## config.mk

```make
export PLATFORM = sky130hd
export DESIGN_NAME = bus_uart_tx
export DESIGN_NICKNAME = d
export VERILOG_FILES = /design/src/rtl/bus_uart_tx_pkg.sv /design/src/rtl/bus_uart_tx_fifo.sv /design/src/rtl/bus_uart_tx.sv
export SDC_FILE = /design/constraint.sdc
export NUM_CORES = 1
export LEC_CHECK = 0
export ABC_CLOCK_PERIOD_IN_PS = 5100
export BUFFER_PORTS_ARGS = -buffer_cell sky130_fd_sc_hd__buf_2
export CAP_MARGIN = 10
export CORE_ASPECT_RATIO = 1.75
export CORE_UTILIZATION = 50
export CTS_CLUSTER_DIAMETER = 150
export DETAILED_ROUTE_END_ITERATION = 8
export PLACE_DENSITY = 0.72
export SLEW_MARGIN = 20
export SYNTH_ARGS = -nofsm -noshare
export SYNTH_HDL_FRONTEND = slang
export SYNTH_SLANG_ARGS = --single-unit
```

## constraint.sdc

```tcl
create_clock -name clk_i -period 5.1 [get_ports clk_i]
set_input_delay 0.255 -clock clk_i [delete_from_list [all_inputs] [get_ports clk_i]]
set_output_delay 0.255 -clock clk_i [all_outputs]
set_load 0.02 [all_outputs]
```

## src/rtl/bus_uart_tx_pkg.sv

```systemverilog
// Shared register map, bit positions and serialiser state type for the bus UART transmitter.
package bus_uart_tx_pkg;

    localparam logic [3:0] RegTxDataOffset  = 4'h0;
    localparam logic [3:0] RegStatusOffset  = 4'h4;
    localparam logic [3:0] RegCtrlOffset    = 4'h8;
    localparam logic [3:0] RegBaudDivOffset = 4'hC;

    localparam int unsigned StatusFull     = 0;
    localparam int unsigned StatusEmpty    = 1;
    localparam int unsigned StatusBusy     = 2;
    localparam int unsigned StatusLevelLsb = 8;

    localparam int unsigned CtrlTxEn  = 0;
    localparam int unsigned CtrlIrqEn = 1;

    typedef enum logic [1:0] {
        TxIdle,
        TxStart,
        TxData,
        TxStop
    } tx_state_e;

endpackage

```

## src/rtl/bus_uart_tx_fifo.sv

```systemverilog
// Show-ahead synchronous FIFO; head entry is always visible on rdata_o.
module sync_fifo #(
    parameter int unsigned Width = 8,
    parameter int unsigned Depth = 8
) (
    input  logic                       clk_i,
    input  logic                       rst_ni,
    input  logic                       push_i,
    input  logic [Width-1:0]           wdata_i,
    input  logic                       pop_i,
    output logic [Width-1:0]           rdata_o,
    output logic                       full_o,
    output logic                       empty_o,
    output logic [$clog2(Depth):0]     level_o
);

    localparam int unsigned PtrW = $clog2(Depth);
    localparam int unsigned LvlW = PtrW + 1;
    localparam logic [PtrW-1:0] PtrMask = PtrW'(Depth - 1);

    logic [Width-1:0] mem_q [Depth];
    logic [PtrW-1:0]  wr_ptr_q, rd_ptr_q;
    logic [LvlW-1:0]  level_q;
    logic             do_push, do_pop;

    assign full_o  = (level_q == LvlW'(Depth));
    assign empty_o = (level_q == '0);
    assign level_o = level_q;
    assign rdata_o = mem_q[rd_ptr_q];

    assign do_push = push_i & ~full_o;
    assign do_pop  = pop_i & ~empty_o;

    always_ff @(posedge clk_i) begin
        if (do_push) begin
            mem_q[wr_ptr_q] <= wdata_i;
        end
    end

    always_ff @(posedge clk_i) begin
        if (!rst_ni) begin
            wr_ptr_q <= '0;
            rd_ptr_q <= '0;
            level_q  <= '0;
        end else begin
            if (do_push) begin
                wr_ptr_q <= (wr_ptr_q + PtrW'(1)) & PtrMask;
            end
            if (do_pop) begin
                rd_ptr_q <= (rd_ptr_q + PtrW'(1)) & PtrMask;
            end
            case ({do_push, do_pop})
                2'b10:   level_q <= level_q + LvlW'(1);
                2'b01:   level_q <= level_q - LvlW'(1);
                default: level_q <= level_q;
            endcase
        end
    end

endmodule

```

## src/rtl/bus_uart_tx.sv

```systemverilog
// Memory-mapped 8N1 UART transmitter: device-bus register block, TX FIFO and baud-rate serialiser.
module bus_uart_tx
    import bus_uart_tx_pkg::*;
#(
    parameter int unsigned FifoDepth      = 8,
    parameter int unsigned DefaultBaudDiv = 16,
    parameter int unsigned DataWidth      = 32,
    parameter int unsigned AddressWidth   = 32
) (
    input  logic                    clk_i,
    input  logic                    rst_ni,
    input  logic                    req_i,
    input  logic                    we_i,
    input  logic [3:0]              be_i,
    input  logic [AddressWidth-1:0] addr_i,
    input  logic [DataWidth-1:0]    wdata_i,
    output logic                    rvalid_o,
    output logic [DataWidth-1:0]    rdata_o,
    output logic                    err_o,
    output logic                    tx_o,
    output logic                    irq_o
);

    localparam int unsigned LvlW = $clog2(FifoDepth) + 1;

    logic [LvlW-1:0]      level;
    logic                 full, empty, push, pop;
    logic [7:0]           head;
    logic                 addr_ok, wr, rd, push_req, push_err;
    logic                 sel_txdata, sel_ctrl, sel_baud;
    logic [3:0]           reg_offset;
    logic [DataWidth-1:0] rdata_d;
    logic [15:0]          div_eff, bit_reload;
    logic                 bit_end;

    logic                 rvalid_q, err_q;
    logic [DataWidth-1:0] rdata_q;
    logic [1:0]           ctrl_q;
    logic [15:0]          baud_div_q;

    tx_state_e            state_q;
    logic [7:0]           shift_q;
    logic [2:0]           bit_cnt_q;
    logic [15:0]          baud_cnt_q;
    logic                 tx_q, irq_q;

    logic                 unused_bits;
    assign unused_bits = ^{addr_i[AddressWidth-1:10], addr_i[1:0], be_i[3:2],
                           wdata_i[DataWidth-1:16]};

    sync_fifo #(
        .Width (8),
        .Depth (FifoDepth)
    ) u_fifo (
        .clk_i   (clk_i),
        .rst_ni  (rst_ni),
        .push_i  (push),
        .wdata_i (wdata_i[7:0]),
        .pop_i   (pop),
        .rdata_o (head),
        .full_o  (full),
        .empty_o (empty),
        .level_o (level)
    );

    assign addr_ok    = (addr_i[9:4] == '0);
    assign reg_offset = {addr_i[3:2], 2'b00};
    assign sel_txdata = (reg_offset == RegTxDataOffset);
    assign sel_ctrl   = (reg_offset == RegCtrlOffset);
    assign sel_baud   = (reg_offset == RegBaudDivOffset);
    assign wr         = req_i & we_i & addr_ok;
    assign rd         = req_i & ~we_i & addr_ok;

    // Full is judged on the registered level, so a same-cycle pop never frees a slot.
    assign push_req = wr & sel_txdata & be_i[0];
    assign push     = push_req & ~full;
    assign push_err = push_req & full;
    assign pop      = (state_q == TxIdle) & ctrl_q[CtrlTxEn] & ~empty;

    assign div_eff    = (baud_div_q == 16'd0) ? 16'd1 : baud_div_q;
    assign bit_reload = div_eff - 16'd1;
    assign bit_end    = (baud_cnt_q == 16'd0);

    always_comb begin
        rdata_d = '0;
        if (rd) begin
            case (reg_offset)
                RegStatusOffset: begin
                    rdata_d[StatusFull]            = full;
                    rdata_d[StatusEmpty]           = empty;
                    rdata_d[StatusBusy]            = (state_q != TxIdle);
                    rdata_d[StatusLevelLsb +: 8]   = 8'(level);
                end
                RegCtrlOffset:    rdata_d[1:0]  = ctrl_q;
                RegBaudDivOffset: rdata_d[15:0] = baud_div_q;
                default:          rdata_d       = '0;
            endcase
        end
    end

    always_ff @(posedge clk_i) begin
        if (!rst_ni) begin
            rvalid_q   <= 1'b0;
            err_q      <= 1'b0;
            rdata_q    <= '0;
            ctrl_q     <= '0;
            baud_div_q <= 16'(DefaultBaudDiv);
        end else begin
            rvalid_q <= req_i;
            err_q    <= req_i & (~addr_ok | push_err);
            rdata_q  <= rdata_d;
            if (wr && sel_ctrl && be_i[0]) begin
                ctrl_q <= wdata_i[1:0];
            end
            if (wr && sel_baud) begin
                if (be_i[0]) baud_div_q[7:0]  <= wdata_i[7:0];
                if (be_i[1]) baud_div_q[15:8] <= wdata_i[15:8];
            end
        end
    end

    // Serialiser: each bit period reloads from BAUD_DIV, so divider writes land on bit boundaries.
    always_ff @(posedge clk_i) begin
        if (!rst_ni) begin
            state_q    <= TxIdle;
            shift_q    <= '0;
            bit_cnt_q  <= '0;
            baud_cnt_q <= '0;
            tx_q       <= 1'b1;
            irq_q      <= 1'b0;
        end else begin
            irq_q <= ctrl_q[CtrlIrqEn] & empty & (state_q == TxIdle);
            case (state_q)
                TxIdle: begin
                    if (pop) begin
                        shift_q    <= head;
                        baud_cnt_q <= bit_reload;
                        tx_q       <= 1'b0;
                        state_q    <= TxStart;
                    end
                end
                TxStart: begin
                    if (bit_end) begin
                        tx_q       <= shift_q[0];
                        shift_q    <= shift_q >> 1;
                        bit_cnt_q  <= '0;
                        baud_cnt_q <= bit_reload;
                        state_q    <= TxData;
                    end else begin
                        baud_cnt_q <= baud_cnt_q - 16'd1;
                    end
                end
                TxData: begin
                    if (bit_end) begin
                        baud_cnt_q <= bit_reload;
                        if (bit_cnt_q == 3'd7) begin
                            tx_q    <= 1'b1;
                            state_q <= TxStop;
                        end else begin
                            tx_q      <= shift_q[0];
                            shift_q   <= shift_q >> 1;
                            bit_cnt_q <= bit_cnt_q + 3'd1;
                        end
                    end else begin
                        baud_cnt_q <= baud_cnt_q - 16'd1;
                    end
                end
                TxStop: begin
                    if (bit_end) begin
                        state_q <= TxIdle;
                    end else begin
                        baud_cnt_q <= baud_cnt_q - 16'd1;
                    end
                end
                default: state_q <= TxIdle;
            endcase
        end
    end

    assign rvalid_o = rvalid_q;
    assign err_o    = err_q;
    assign rdata_o  = rdata_q;
    assign tx_o     = tx_q;
    assign irq_o    = irq_q;

endmodule

```

==> results of run 1 <==
## worst register-to-register path: stages (launching register included)
cell	delay (ps)
dfxtp_1	420
or4_1	340
nor2_1	120
a31oi_1	240
ha_1	230
nor3b_1	640
nand3_1	180
xor2_1	350
o32ai_2	140
a32o_2	250
## logic make-up (layout without fill, tap and decap cells)
| family | after synthesis | count (layout) |
|---|---|---|
| compound gates | 108 | 108 |
| xor+xnor | 14 | 14 |
| fa+ha+maj | 14 | 14 |
| buf+inv | 55 | 100 |
| flops | 144 | 144 |
| mux | 63 | 63 |
| other cells | 1 | 16 |
| simple gates | 182 | 182 |
## cell usage in the layout, fill, tap and decap left out, types with 3 or more instances in the layout
cell type / synthesis / layout
a211oi_1: 4 / 4
a21o_1: 9 / 9
a21oi_1: 21 / 21
a31oi_1: 7 / 7
a32o_1: 6 / 6
and2_1: 12 / 12
buf_2: 6 / 49
buf_4: 17 / 7
bufinv_16: 0 / 3
clkbuf_16: 0 / 17
clkinv_4: 0 / 4
conb_1: 1 / 16
dfxtp_1: 80 / 79
edfxtp_1: 64 / 64
ha_1: 13 / 13
inv_1: 11 / 11
inv_6: 0 / 3
mux2_2: 4 / 4
mux2i_1: 43 / 43
mux4_2: 16 / 16
nand2_1: 29 / 29
nand2b_1: 5 / 5
nand3_1: 11 / 11
nand4_1: 3 / 3
nand4b_1: 3 / 3
nor2_1: 62 / 62
nor3_1: 13 / 13
nor4_1: 4 / 4
nor4_2: 3 / 3
o211ai_1: 4 / 4
o21ai_0: 29 / 29
o21bai_1: 3 / 3
o22ai_1: 5 / 5
or2_2: 4 / 4
or3_1: 5 / 5
or4_4: 4 / 4
xnor2_1: 7 / 7
xor2_1: 7 / 7
## state kept, by name (all words and copies together) (netlist names), 3 cells and up, named ones only
register	flops
baud_cnt_q	16
baud_div_q	16
bit_cnt_q	3
rdata_o	16
shift_q	8
u_fifo.level_o	4
u_fifo.mem_q	64
u_fifo.rd_ptr_q	3
u_fifo.wr_ptr_q	3
## routing by layer
layer | vias up | GRT usage (%) | routed length (um)
met5 | - | 0 | 0
met4 | 0 | 12.1 | 628
met3 | 36 | 4.62 | 513
met2 | 121 | 42.1 | 8160
met1 | 2213 | 25.6 | 5800
li1 | 2246 | - | -
## how the worst min path moves through the flow
stage                                  startpoint  cells past startpoint                           end  slack, ps
after floorplan                        wdata_i[0]                      0  u_fifo.mem_q[0][0]$_DFFE_PP_        350
after global placement    shift_q[5]$_SDFFE_PN0P_                      2       shift_q[5]$_SDFFE_PN0P_        440
after detailed placement  shift_q[6]$_SDFFE_PN0P_                      2       shift_q[6]$_SDFFE_PN0P_        440
after CTS                             wdata_i[14]                      3   baud_div_q[14]$_SDFFE_PN0P_         60
after global routing                  wdata_i[10]                      3   baud_div_q[10]$_SDFFE_PN0P_         70
final                                 wdata_i[14]                      3   baud_div_q[14]$_SDFFE_PN0P_         70
## final cells by class
type | count | area, um2
clock buffer | 19 | 443
clock inverter | 13 | 178
fill | 1058 | 5370
inverter | 12 | 45.0
multi-input combinational | 397 | 2940
sequential | 144 | 3520
tap | 171 | 214
timing repair buffer | 56 | 298
## stage by stage
stage,util (%),setup WS [ps]
floorplan,-,2490
global placement,54.0,2140
detailed placement,54.0,2060
CTS,58.7,2090
global route,58.7,1860
finish,58.7,2100
## where the power goes
group | switching [uW] | internal (uW) | total [uW] | leakage [uW]
clock network | 497 | 793 | 1290 | 0.000297
logic | 40.8 | 14.5 | 55.4 | 0.00138
registers | 0.327 | 1200 | 1200 | 0.00122
total | 539 | 2010 | 2550 | 0.00289
==> impl_metrics.toml, run 1 <==
[placement]
portBuffers = 49
gp_congestion = 0.902
dpl.cell_count = 780
place_area_um2 = 7020
dp_hpwl_um = 10500

[grt]
grt_pass1_vias = 4666
grt_max_degree = 42
overflow = 0
grt_pass1_wl_um = 24100
grt_antenna_before_repair = 0
grt.total_usage_pct = 23.6

[sta]
whs_ps = 74.5
worst_pin_slew_ps = 941
max_freq_mhz = 334
fin_skew_ps = 9.39
maxSlewViolCount = 0
rsz0062_at_grt = "no"
setup_violations = 0
period_needed_ps = 3000
period_share_pct = 58.8
tns_ps = 0
max-slew-margin-rel_pct = 37.3
hold_viol_final = 0

[layout]
drive_gt1_share_pct = 20.7
area_growth_syn_to_layout_pct = 13.6
fin_nets = 714
design_area_um2 = 7640
final_cells = 812
n_antenna_cell = 0

[die]
ios = 108
die_h_um = 155
fp-row-count = 55
coreArea_um2 = 13000
die_w_um = 89.7
start_util_pct = 51.7
die_area_um2 = 13900

[critical_path]
critPathMaxFanout = 7
reg2regPathDepth = 9
r2r_end = "baud_cnt_q[12]$_SDFFE_PN0P_"
crit_chain = "or4_1 > nor2_1 > a31oi_1 > ha_1 > nor3b_1 > nand3_1 > xor2_1 > o32ai_2 > a32o_2"
cp-startpoint = "baud_div_q[2]$_SDFFE_PN0P_"
crit_slowest_cell = "nor3b_1"
crit_type = "register to register"
crit_path_start_kind = "register"
reg2reg_from = "baud_div_q[2]$_SDFFE_PN0P_"
reg2reg_slack_ps = 2100
path_buf_inv = 0
path_depth = 9
cp_top_family = "simple AND/OR/NAND/NOR gates"
cpPeakStageDelay_ps = 640
end_kind = "register"
endpoint = "baud_cnt_q[12]$_SDFFE_PN0P_"
worstPathRequired_ps = 5410
arrival_ps = 3310

[synth]
yosysWarnings = 0
syn_avg_cell_area_um2 = 11.6
synth_seq_cells = 144
synth_xor_area_share_pct = 1.82
synth_area_leader_cell = "edfxtp_1"
syn_area_um2 = 6730
synth_compound_area_share_pct = 10.7
yosysMostFrequentCell = "dfxtp_1"
synth-edff-count = 64
synthTopCellsByCount = "dfxtp_1 (80), edfxtp_1 (64), nor2_1 (62)"
async_flop_share_pct = 0
synth_cells = 581
ys.flop_type = "dfxtp_1"
synthAdderAreaFrac_pct = 2.72
synth_top_area_share_pct = 28.6
synth_cell_types = 76
seq_area_frac_synth_pct = 52.4
synth_top_family_by_area = "simple AND/OR/NAND/NOR gates"
synth-simple-area-share_pct = 15.1
ys_top_cells_by_area = "edfxtp_1 (29%), dfxtp_1 (24%), mux2i_1 (6.4%)"
synth.mux.area_fraction_pct = 12.4

[clock_tree]
cts_resized = 0
clkTransAtPathRegs_ps = 60
cts_sinks = 144
ctsRootBufferMaster = "clkbuf_16"
cts_made_buffers = 17
htreeDepth = 4
cts_buffer_depth = 2
ctsHoldBuffers = 0
insertion_delay_ps = 420
cts_setup_buffers = 0
cts_tree = "yes"

[routing]
vias = 4616
detail_route.iter0.violations = 268
drc = 0
firstDrtPassIters = 4
finalWirelength_um = 15100
routed_via_density = 5.68
wire_per_inst_um = 18.6
antenna_left = 0

[power]
power_uw = 2550
p_per_area_nw_per_um2 = 334
p_leak_uw = 0.00289
vdd_drop_max_v = 0.000237

[flow_run]
max_cap_viol_count = 0

[hold_path]
holdCritPathClass = "input pin to register"

[run_status]
status = "complete, no violations"
No activity file was read; power rests on OpenSTA's default activity.
==> run 2: changes to the inputs <==
--- a/config.mk
+++ b/config.mk
@@ -5,14 +5,14 @@
 export SDC_FILE = /design/constraint.sdc
 export NUM_CORES = 1
 export LEC_CHECK = 0
-export ABC_CLOCK_PERIOD_IN_PS = 5100
+export ABC_CLOCK_PERIOD_IN_PS = 2520
 export BUFFER_PORTS_ARGS = -buffer_cell sky130_fd_sc_hd__buf_2
 export CAP_MARGIN = 10
 export CORE_ASPECT_RATIO = 1.75
 export CORE_UTILIZATION = 50
 export CTS_CLUSTER_DIAMETER = 150
 export DETAILED_ROUTE_END_ITERATION = 8
-export PLACE_DENSITY = 0.72
+export PLACE_DENSITY = 0.75
 export SLEW_MARGIN = 20
 export SYNTH_ARGS = -nofsm -noshare
 export SYNTH_HDL_FRONTEND = slang
==> constraint.sdc (replaced) <==
create_clock -name clk_i -period 2.52 [get_ports clk_i]
set_input_delay 0.126 -clock clk_i [delete_from_list [all_inputs] [get_ports clk_i]]
set_output_delay 0.126 -clock clk_i [all_outputs]
set_load 0.02 [all_outputs]
==> run 2 against run 1 <==
Effect of this change: combinational power grew 130%; utilization grew 3.7 points; via count grew 8.3%; maximum frequency grew 24%; sequential share of layout area shrank 2.7 points; flip-flop and latch count is the same.
==> impl_metrics.toml, run 2 (synthesis results as in run 1) <==
[run_status]
status = "complete, no violations"

[sta]
max_freq_mhz = 412
period_share_pct = 96.3
whs_ps = 23.5
finalWorstSetupSlack_ps = 93.9
worst_pin_slew_ps = 633
max-slew-margin-rel_pct = 57.2
maxSlewViolCount = 0
fin_skew_ps = 14.1
setup_violations = 0
tns_ps = 0
hold_viol_final = 0
period_needed_ps = 2430

[clock_tree]
cts_sinks = 144
cts_tree = "yes"
cts_made_buffers = 17
cts_buffer_depth = 2
htreeDepth = 4
clkTransAtPathRegs_ps = 60
cts_setup_buffers = 0
insertion_delay_ps = 420
ctsRootBufferMaster = "clkbuf_16"

[critical_path]
reg2reg_from = "baud_div_q[1]$_SDFFE_PN0P_"
crit_path_start_kind = "register"
arrival_ps = 2740
end_kind = "register"
worstPathRequired_ps = 2830
critPathMaxFanout = 6
r2r_end = "baud_cnt_q[8]$_SDFFE_PN0P_"
reg2reg_slack_ps = 90
reg2regPathDepth = 9
crit_type = "register to register"

[layout]
layout_common_cells = "dfxtp_1 (79), edfxtp_1 (64), nor2_1 (62)"
n_antenna_cell = 0
drive_gt1_share_pct = 26.3
largest_register_ffs = 64
final_cells = 867
regMostFlops = "u_fifo.mem_q"
layout_commonest_cell = "dfxtp_1"
area_growth_syn_to_layout_pct = 20.8
fin_nets = 769
design_area_um2 = 8120

[grt]
grt_pass1_vias = 5121
overflow = 0
grt.total_usage_pct = 24.9
grt_pass1_wl_um = 25700
grt_max_degree = 37
grt_antenna_before_repair = 0

[routing]
wl_met3_um = 554
top_layer_used = "met4"
wire_per_inst_um = 18.8
antenna_left = 0
detail_route.iter0.violations = 292
firstDrtPassIters = 5
wl_met2_um = 8940
finalWirelength_um = 16300
wl_met1_um = 5920
vias = 5000
drc = 0
routed_via_density = 5.77

[die]
die_w_um = 89.7
ios = 108
fp-row-count = 55
coreArea_um2 = 13000
start_util_pct = 51.7
die_h_um = 155
die_area_um2 = 13900

[placement]
place_ws_ps = -60.5
dp_hpwl_um = 11800
place_area_um2 = 7360
portBuffers = 49
gp_congestion = 0.927
dpl.cell_count = 825

[hold_path]
holdCritPathClass = "input pin to register"
worstHoldStart = "wdata_i[7]"
holdPathEnd = "u_fifo.mem_q[3][7]$_DFFE_PP_"
whs_path_depth = 1

[power]
p_leak_uw = 0.00319
vdd_drop_max_v = 0.000520
p_per_area_nw_per_um2 = 646

[flow_run]
max_cap_viol_count = 0
## run 2: changes by cell type in the layout (fill, tap and decap cells not counted), moves of 2 or more
cell           delta
inv_8             +3
dlygate4sd3_1    +10
inv_6             +2
buf_4            +45
clkinv_4          -4
## run 2: layer usage
metal  vias up  track usage (%)
li1       2356                -
met1      2452             25.8
met2       142             44.8
met3        50             5.46
met4         0             13.8
met5         -                0
## run 2: layout make-up
type / count / area, um2
multi-input cells: 397 / 2970
clock buffers: 17 / 425
inverters: 12 / 45.0
repair buffers: 111 / 736
clock inverters: 15 / 210
fillers: 1013 / 4880
well taps: 171 / 214
flip-flops and latches: 144 / 3520
## run 2: worst max-delay path by stage
stage	from	endpoint	slack, ps
2_1_floorplan	state_q[0]$_SDFFE_PN0P_	u_fifo.level_o[3]$_SDFFE_PN0P_	40
3_5_place_dp	addr_i[5]	u_fifo.level_o[3]$_SDFFE_PN0P_	-60
4_1_cts	u_fifo.level_o[3]$_SDFFE_PN0P_	u_fifo.level_o[3]$_SDFFE_PN0P_	50
3_3_place_gp	addr_i[5]	u_fifo.level_o[3]$_SDFFE_PN0P_	-7
5_1_grt	u_fifo.level_o[3]$_SDFFE_PN0P_	u_fifo.level_o[3]$_SDFFE_PN0P_	-30
6_report	baud_div_q[1]$_SDFFE_PN0P_	baud_cnt_q[8]$_SDFFE_PN0P_	90
## run 2: where the power goes
part	switching (uW)	internal [uW]	total (uW)
registers	0.497	2440	2440
clock network	1080	1610	2680
logic	86.2	39.8	126
## run 2: repair_timing
item                       CTS  global route
gates resized for setup      0             6
setup endpoints to repair    0             6
hold endpoints to repair    10             0
hold buffers                10             0
## run 2: critical path, stage by stage (launching register included)
cell and delay (ps):
dfxtp_1 310, or4_1 550, nor2_1 170, a31oi_1 130
ha_1 230, nor3b_2 200, nand2_1 90, xor2_1 290
o32ai_1 140, a32o_1 210
## run 2: through the flow
step	utilization [%]	power, uW
after floorplan	-	2570
final	62.5	5250
after detailed placement	56.6	2600
after global routing	62.5	5390
after CTS	62.2	5270
after global placement	56.6	2590
